## config.mk

```make
export PLATFORM = sky130hd
export DESIGN_NAME = simd_serial_alu
export DESIGN_NICKNAME = d
export VERILOG_FILES = /design/src/rtl/simd_serial_alu.sv
export SDC_FILE = /design/constraint.sdc
export NUM_CORES = 1
export LEC_CHECK = 0
export BUFFER_PORTS_ARGS = -buffer_cell sky130_fd_sc_hd__buf_2
export CAP_MARGIN = 25
export CORE_AREA = 2 2 84 86
export CTS_CLUSTER_SIZE = 16
export DETAILED_ROUTE_END_ITERATION = 8
export DIE_AREA = 0 0 86 88
export GPL_TIMING_DRIVEN = 0
export PLACE_DENSITY = 0.92
export SYNTH_ARGS = -nofsm -noshare
export SYNTH_HDL_FRONTEND = slang
export SYNTH_SLANG_ARGS = --single-unit
```

## constraint.sdc

```tcl
create_clock -name clk -period 5.2 [get_ports clk]
set_input_delay 1.56 -clock clk [delete_from_list [all_inputs] [get_ports clk]]
set_output_delay 1.56 -clock clk [all_outputs]
set_load 0.02 [all_outputs]
```

## src/rtl/simd_serial_alu.sv

```systemverilog
// simd_serial_alu: nibble-serial SIMD add/sub with lane saturation; ports clk/rst_n, in_valid/in_ready + a,b,sub,saturate,width request, out_valid/out_ready + result,overflow response
module simd_serial_alu (
  input  logic        clk,
  input  logic        rst_n,
  input  logic        in_valid,
  output logic        in_ready,
  input  logic [15:0] a,
  input  logic [15:0] b,
  input  logic        sub,
  input  logic        saturate,
  input  logic [1:0]  width,
  output logic        out_valid,
  input  logic        out_ready,
  output logic [15:0] result,
  output logic [3:0]  overflow
);
  typedef enum logic [1:0] {IDLE, CALC, FIX, OUT} state_t;
  state_t state_q, state_d;
  logic [1:0] cnt_q, w_q;
  logic carry_q, sub_q, sat_q;
  logic [15:0] a_q, b_q, sum_q, fix_d;
  logic [3:0] ovf_q, an, bn, s3;
  logic [4:0] full;
  logic lowest, top, cin;
  always_comb begin
    an = a_q[{cnt_q, 2'b00} +: 4];
    bn = b_q[{cnt_q, 2'b00} +: 4] ^ {4{sub_q}};
    lowest = (w_q == 2'b00) | (w_q == 2'b01 & ~cnt_q[0]) | (w_q[1] & cnt_q == 2'd0);
    top = (w_q == 2'b00) | (w_q == 2'b01 & cnt_q[0]) | (w_q[1] & cnt_q == 2'd3);
    cin = lowest ? sub_q : carry_q;
    s3 = {1'b0, an[2:0]} + {1'b0, bn[2:0]} + {3'b0, cin};
    full = {1'b0, an} + {1'b0, bn} + {4'b0, cin};
    state_d = state_q == IDLE ? (in_valid ? CALC : IDLE) :
              state_q == CALC ? (cnt_q == 2'd3 ? FIX : CALC) :
              state_q == FIX  ? OUT : (out_ready ? IDLE : OUT);
  end
  for (genvar g = 0; g < 4; g++) begin : g_fix
    localparam logic [1:0] G = g;
    logic [1:0] t;
    logic neg;
    assign t = w_q == 2'b00 ? G : w_q == 2'b01 ? (G | 2'b01) : 2'd3;
    assign neg = a_q[{t, 2'b11}];
    assign fix_d[4*g +: 4] = sat_q & ovf_q[t] ? (t == G ? {neg, {3{~neg}}} : {4{~neg}}) : sum_q[4*g +: 4];
  end
  assign in_ready = state_q == IDLE;
  assign out_valid = state_q == OUT;
  always_ff @(posedge clk or negedge rst_n) begin
    if (!rst_n) begin
      state_q <= IDLE;
      cnt_q <= '0;
      carry_q <= 1'b0;
      a_q <= '0;
      b_q <= '0;
      sub_q <= 1'b0;
      sat_q <= 1'b0;
      w_q <= '0;
      sum_q <= '0;
      ovf_q <= '0;
      result <= '0;
      overflow <= '0;
    end else begin
      state_q <= state_d;
      if (state_q == IDLE && in_valid) begin
        a_q <= a;
        b_q <= b;
        sub_q <= sub;
        sat_q <= saturate;
        w_q <= width[1] ? 2'b10 : width;
        cnt_q <= '0;
        carry_q <= 1'b0;
        ovf_q <= '0;
      end
      if (state_q == CALC) begin
        sum_q[{cnt_q, 2'b00} +: 4] <= full[3:0];
        carry_q <= full[4];
        ovf_q[cnt_q] <= top & (s3[3] ^ full[4]);
        cnt_q <= cnt_q + 2'd1;
      end
      if (state_q == FIX) begin
        result <= fix_d;
        overflow <= ovf_q;
      end
    end
  end
endmodule

```

# --- After elaboration in Yosys (flattened, before gate mapping) ---
# Cells that the tools add are included.
totals:
  mem_bits_rw: 0
  rom_bits: 0
  input_bits: 40
  reg_bits: 81
  output_inout_bits: 22
  mem_count: 0
  latchBits: 0
classes:
  bitwise: 20
  n_div: 0
  eq_ne: 7
  shift: 4
  addsub: 6
  n_mul: 0
  n_lt_le_gt_ge: 8
  reduce_logical: 7
  mux: 41
ops:
  columns: ["cell", "n"]
  rows:
  - ["$mux W4", 9]
  - ["$shiftx A16 B5 Y4", 2]
  - ["$mux W2", 11]
  - ["$bwmux W16", 1]
  - ["$shift A4 B6 Y16 const A", 1]
  - ["$shiftx A4 B6 Y16", 1]
  - ["$lt A4 B5 Y1 const B", 3]
  - ["$bmux W1 S2", 6]
  - ["$lt A2 B3 Y1 const B", 4]
  - ["$mux W1", 12]
  - ["$and A1 B1 Y1", 9]
  - ["$eq A2 B2 Y1 const B", 4]
  - ["$logic_not A2 Y1", 4]
  - ["$eq A2 B1 Y1 const B", 3]
  - ["$neg A4 Y6", 1]
  - ["$add A4 B4 Y5", 1]
  - ["$add A5 B1 Y5", 1]
  - ["$not A1 Y1", 5]
  - ["$add A3 B3 Y4", 1]
  - ["$add A4 B1 Y4", 1]
  - ["$bwmux W4", 1]
  - ["$or A1 B1 Y1", 4]
  - ["$xor A4 B4 Y4", 1]
  - ["$add A2 B1 Y2 const B", 1]
  - ["other kinds (5)", 6]

# --- Logic depth before layout (Yosys ltp) ---
depth:
  depth_word: 10
  mapped_depth: 13
  depth_no_buf: 11

# --- Least setup slack after synthesis ---
# OpenSTA, ideal clock, no wires.
synth_path:
  path_type: "reg2reg"
  from: "register cnt_q[0]"
  to: "register ovf_q[0]"
  arrival_ns: 2.891
  path_buffers: 2
  setup_time_ns: 0.130
  t_required_ns: 5.070
  stages_incl_launch_ff: 14
  slack_ns: 2.179
  cell_sequence: "dfrtp_1 buf_4 buf_2 inv_1 ha_1 a21oi_1 mux2i_1 fa_1 inv_1 fa_1 a21o_1 a21oi_1 xor2_1 o21ai_1"
synth_via:
  elab_chain_cells: 10
  word_cells_on_any_way: 28
synth_rtl:
  columns: ["item", "line_no", "text"]
  rows:
  - ["start, declared", "19", "logic [1:0] cnt_q, w_q;"]
  - ["start signal, assigned", "77", "cnt_q <= cnt_q + 2'd1;"]
  - ["parallel branches: the longest is 8 deep, another holds $add A4 B4 Y5", null, null]
  - ["$bwmux W4 (*)", "76", "ovf_q[cnt_q] <= top & (s3[3] ^ full[4]);"]
  - ["$mux W4 (*)", "73", "if (state_q == CALC) begin"]
  - ["end signal, assigned by index", "76", null]
  - ["end, declared", "22", "logic [3:0] ovf_q, an, bn, s3;"]
# Mark *: on every way between the ends.
# A chain may end at the register's enable or synchronous reset.

# --- Worst setup path in the final report ---
layout_path:
  from: "register cnt_q[0]"
  to: "register ovf_q[3]"
# The elaborated chain is that of the path after synthesis.

==> results_dict.tcl <==
set metrics [dict create \
    synth_cell_types 52 \
    design_area_um2 4614 \
    wl_per_cell_um 15.29 \
    switching_share 0.4560 \
    cts_setup_buffers 0 \
    grt_max_degree 52 \
    cts.repair.resized 0 \
    die_area_um2 7568 \
    finalHoldViolCount 0 \
    io_buffer_count 61 \
    fin_crit_sh 0.6991 \
    die_w_um 86 \
    fp.dieH_um 88 \
    worstMarginPinSlew_ns 0.6361 \
    synth_top_area_frac 0.5088 \
    finalHoldWorstSlack_ns 0.4703 \
    ys_seq_area_frac 0.5088 \
    postSynthCellCount 398 \
    finalMaxSlewViolations 0 \
    clock_path_buffers 2 \
    synth-edff-count 0 \
    fin_crit_ns 3.635 \
    initial_core_util 0.5996 \
    synth-seq-cells 81 \
    maxCapViolCount 0 \
    synth_ff_type "dfrtp_1" \
    p_clk_frac 0.136 \
    clkTransAtPathRegs_ns 0.08 \
    crit_type "flop to flop" \
    hold_buffers 0 \
    cellInternalPower_w 0.001800 \
    leakage_nw 2.383 \
    synth_top_cell_by_area "dfrtp_1" \
    async_flop_share 1.000 \
    htree_levels 3 \
    rsz0062_at_grt "false" \
    tritoncts "done" \
    place_hpwl_um 6247 \
    worstPathArrival_ns 3.86 \
    netlist_top_cells_area "dfrtp_1 (51%), nand2_1 (14%), mux4_2 (4.5%)" \
    nNetsFinal 522 \
    critPathRequiredTime_ns 5.43 \
    slew_headroom 0.5729 \
    ys.warnings.count 0 \
    antenna_cells 0 \
    placed_cell_area_um2 4419 \
    io_pins 62 \
    grt_usage 0.2520 \
    reg2reg_setup_slack_ns 1.56 \
    antenna_found_initial 0 \
    crit_fanout 10 \
    end_kind "flop" \
    totalWireLength_um 8500 \
    gp_congestion 0.9281 \
    cellPowerDensity_nw_per_um2 717.3 \
    clkSinkCount 81 \
    avgViaCountPerCell 5.622 \
    syn_area_um2 3984 \
    fin_setup_tns_ns 0 \
    p_sw_w 0.001509 \
    status "finished, final reports clean" \
    cp_slowest_cell "dfrtp_1" \
    crit_path_cell_trace "buf_4 -> buf_2 -> inv_1 -> ha_1 -> a21oi_1 -> mux2i_1 -> fa_1 -> inv_1 -> fa_1 -> a21o_1 -> a21oi_1 -> xor2_1 -> o21ai_1" \
    drt-pass1-iter-count 4 \
    grt_pass1_vias 3145 \
    hold_class "flop to flop" \
    area_growth_pct 15.83 \
    synth_nets 449 \
    power_frac_seq 0.321 \
    fillers 496 \
    cts_made_buffers 9 \
    slowest_delay_ns 0.44 \
    syn_avg_cell_area_um2 10.01 \
    core_area_um2 6644 \
    setup_viol 0 \
    final_cell_mix "nand2_1 (144), dfrtp_1 (81), buf_2 (67), o21ai_0 (14), a21oi_1 (13)" \
    clk_latency_ns 0.35 \
    skew_ns 0.006885 \
    ir_worst_vdd_v 0.0004294 \
    vias 3126 \
    antenna_left 0 \
    grt_pass1_wl_um 14630 \
    row_count 30 \
    multiInputGateArea_um2 1795 \
    grt_overflow_total 0 \
    ctsRootBufferMaster "clkbuf_8" \
    fmax_ghz 0.2751 \
    cp-start-kind "flop" \
    combPwrFrac 0.543 \
    drt_iter0_markers 226 \
    layout.cells.most_common "nand2_1" \
    layout-drive-gt1-share 0.2542 \
    regArea_um2 2027 \
    drc 0 \
]
[flip-flops by register name, summed over array words and instances, names as in the netlist]
name and cells:
b_q 16, w_q 2, overflow 4, cnt_q 2
state_q 2, sum_q 16, ovf_q 4, carry_q 1
a_q 16, result 16, sub_q 1, sat_q 1
[final cells by class]
cell class	count	share of cell area
flip-flops and latches	81	0.4393
multi-input cells	288	0.3891
repair buffers	62	0.07267
plain buffers	23	0.03010
clock buffers	10	0.02983
well taps	80	0.02169
clock inverters	6	0.01247
inverters	6	0.004881
[logic make-up after synthesis]
kind of cell | Yosys count | synth area share
buf+inv | 29 | 0.04051
flops | 81 | 0.5088
compound gates | 67 | 0.1225
simple gates | 190 | 0.2151
fa+ha+maj | 11 | 0.03832
xor+xnor | 7 | 0.01539
mux | 13 | 0.05936
[routing by layer]
| metal | global-route usage | share of wire | vias to the layer above |
|---|---|---|---|
| li1 | - | - | 1489 |
| met1 | 0.3198 | 0.43 | 1514 |
| met2 | 0.4221 | 0.50 | 102 |
| met3 | 0.05090 | 0.051 | 21 |
| met4 | 0.1111 | 0.027 | 0 |
| met5 | 0 | 0 | - |
[cells in the mapped netlist (all sizes together), types with 5 or more instances]
| master | n |
|---|---|
| nand2 | 148 |
| dfrtp | 81 |
| o21ai | 19 |
| buf | 18 |
| a21oi | 15 |
| nor2 | 11 |
| a22o | 10 |
| ha | 9 |
| nand3 | 9 |
| mux4 | 8 |
| inv | 6 |
| clkbuf | 5 |
| nand3b | 5 |
| xor2 | 5 |
[power by group through the flow]
stage               clock (W)  combinational (W)  sequential [W]
finish               0.000449            0.00180         0.00106
global route         0.000492            0.00196         0.00109
CTS                  0.000456            0.00179         0.00106
detailed placement          0            0.00177         0.00107
global placement            0            0.00170         0.00105
floorplan                   0            0.00121         0.00110
[stage by stage]
stage | utilization | cells | setup slack [ns] | total power, W
6_report | 0.6945 | 556 | 1.565 | 0.003310
5_1_grt | 0.6945 | 556 | 1.308 | 0.003539
4_1_cts | 0.6945 | 556 | 1.604 | 0.003304
3_5_place_dp | 0.6652 | 540 | 1.674 | 0.002846
3_3_place_gp | 0.6606 | 539 | 1.753 | 0.002754
2_1_floorplan | - | 398 | 2.179 | 0.002302
[critical path: cells and delay by family (launching register included)]
kind | cells | cell delay (ns)
multiplexers | 1 | 0.28
flip-flops | 1 | 0.44
buffers and inverters | 4 | 0.71
adder cells (fa/ha/maj) | 3 | 0.94
XOR/XNOR | 1 | 0.36
AO/OA/AOI/OAI | 4 | 0.79
[final timing paths]
check / from / to / cells past startpoint
max: cnt_q[0] / ovf_q[3] / 13
min: overflow[2] / overflow[2] / 2
max reg2reg: cnt_q[0] / ovf_q[3] / 13
min reg2reg: overflow[2] / overflow[2] / 2
max in group asynchronous: rst_n / b_q[3] / 2
min in group asynchronous: rst_n / result[3] / 1
No activity file was read; power rests on OpenSTA's default activity.
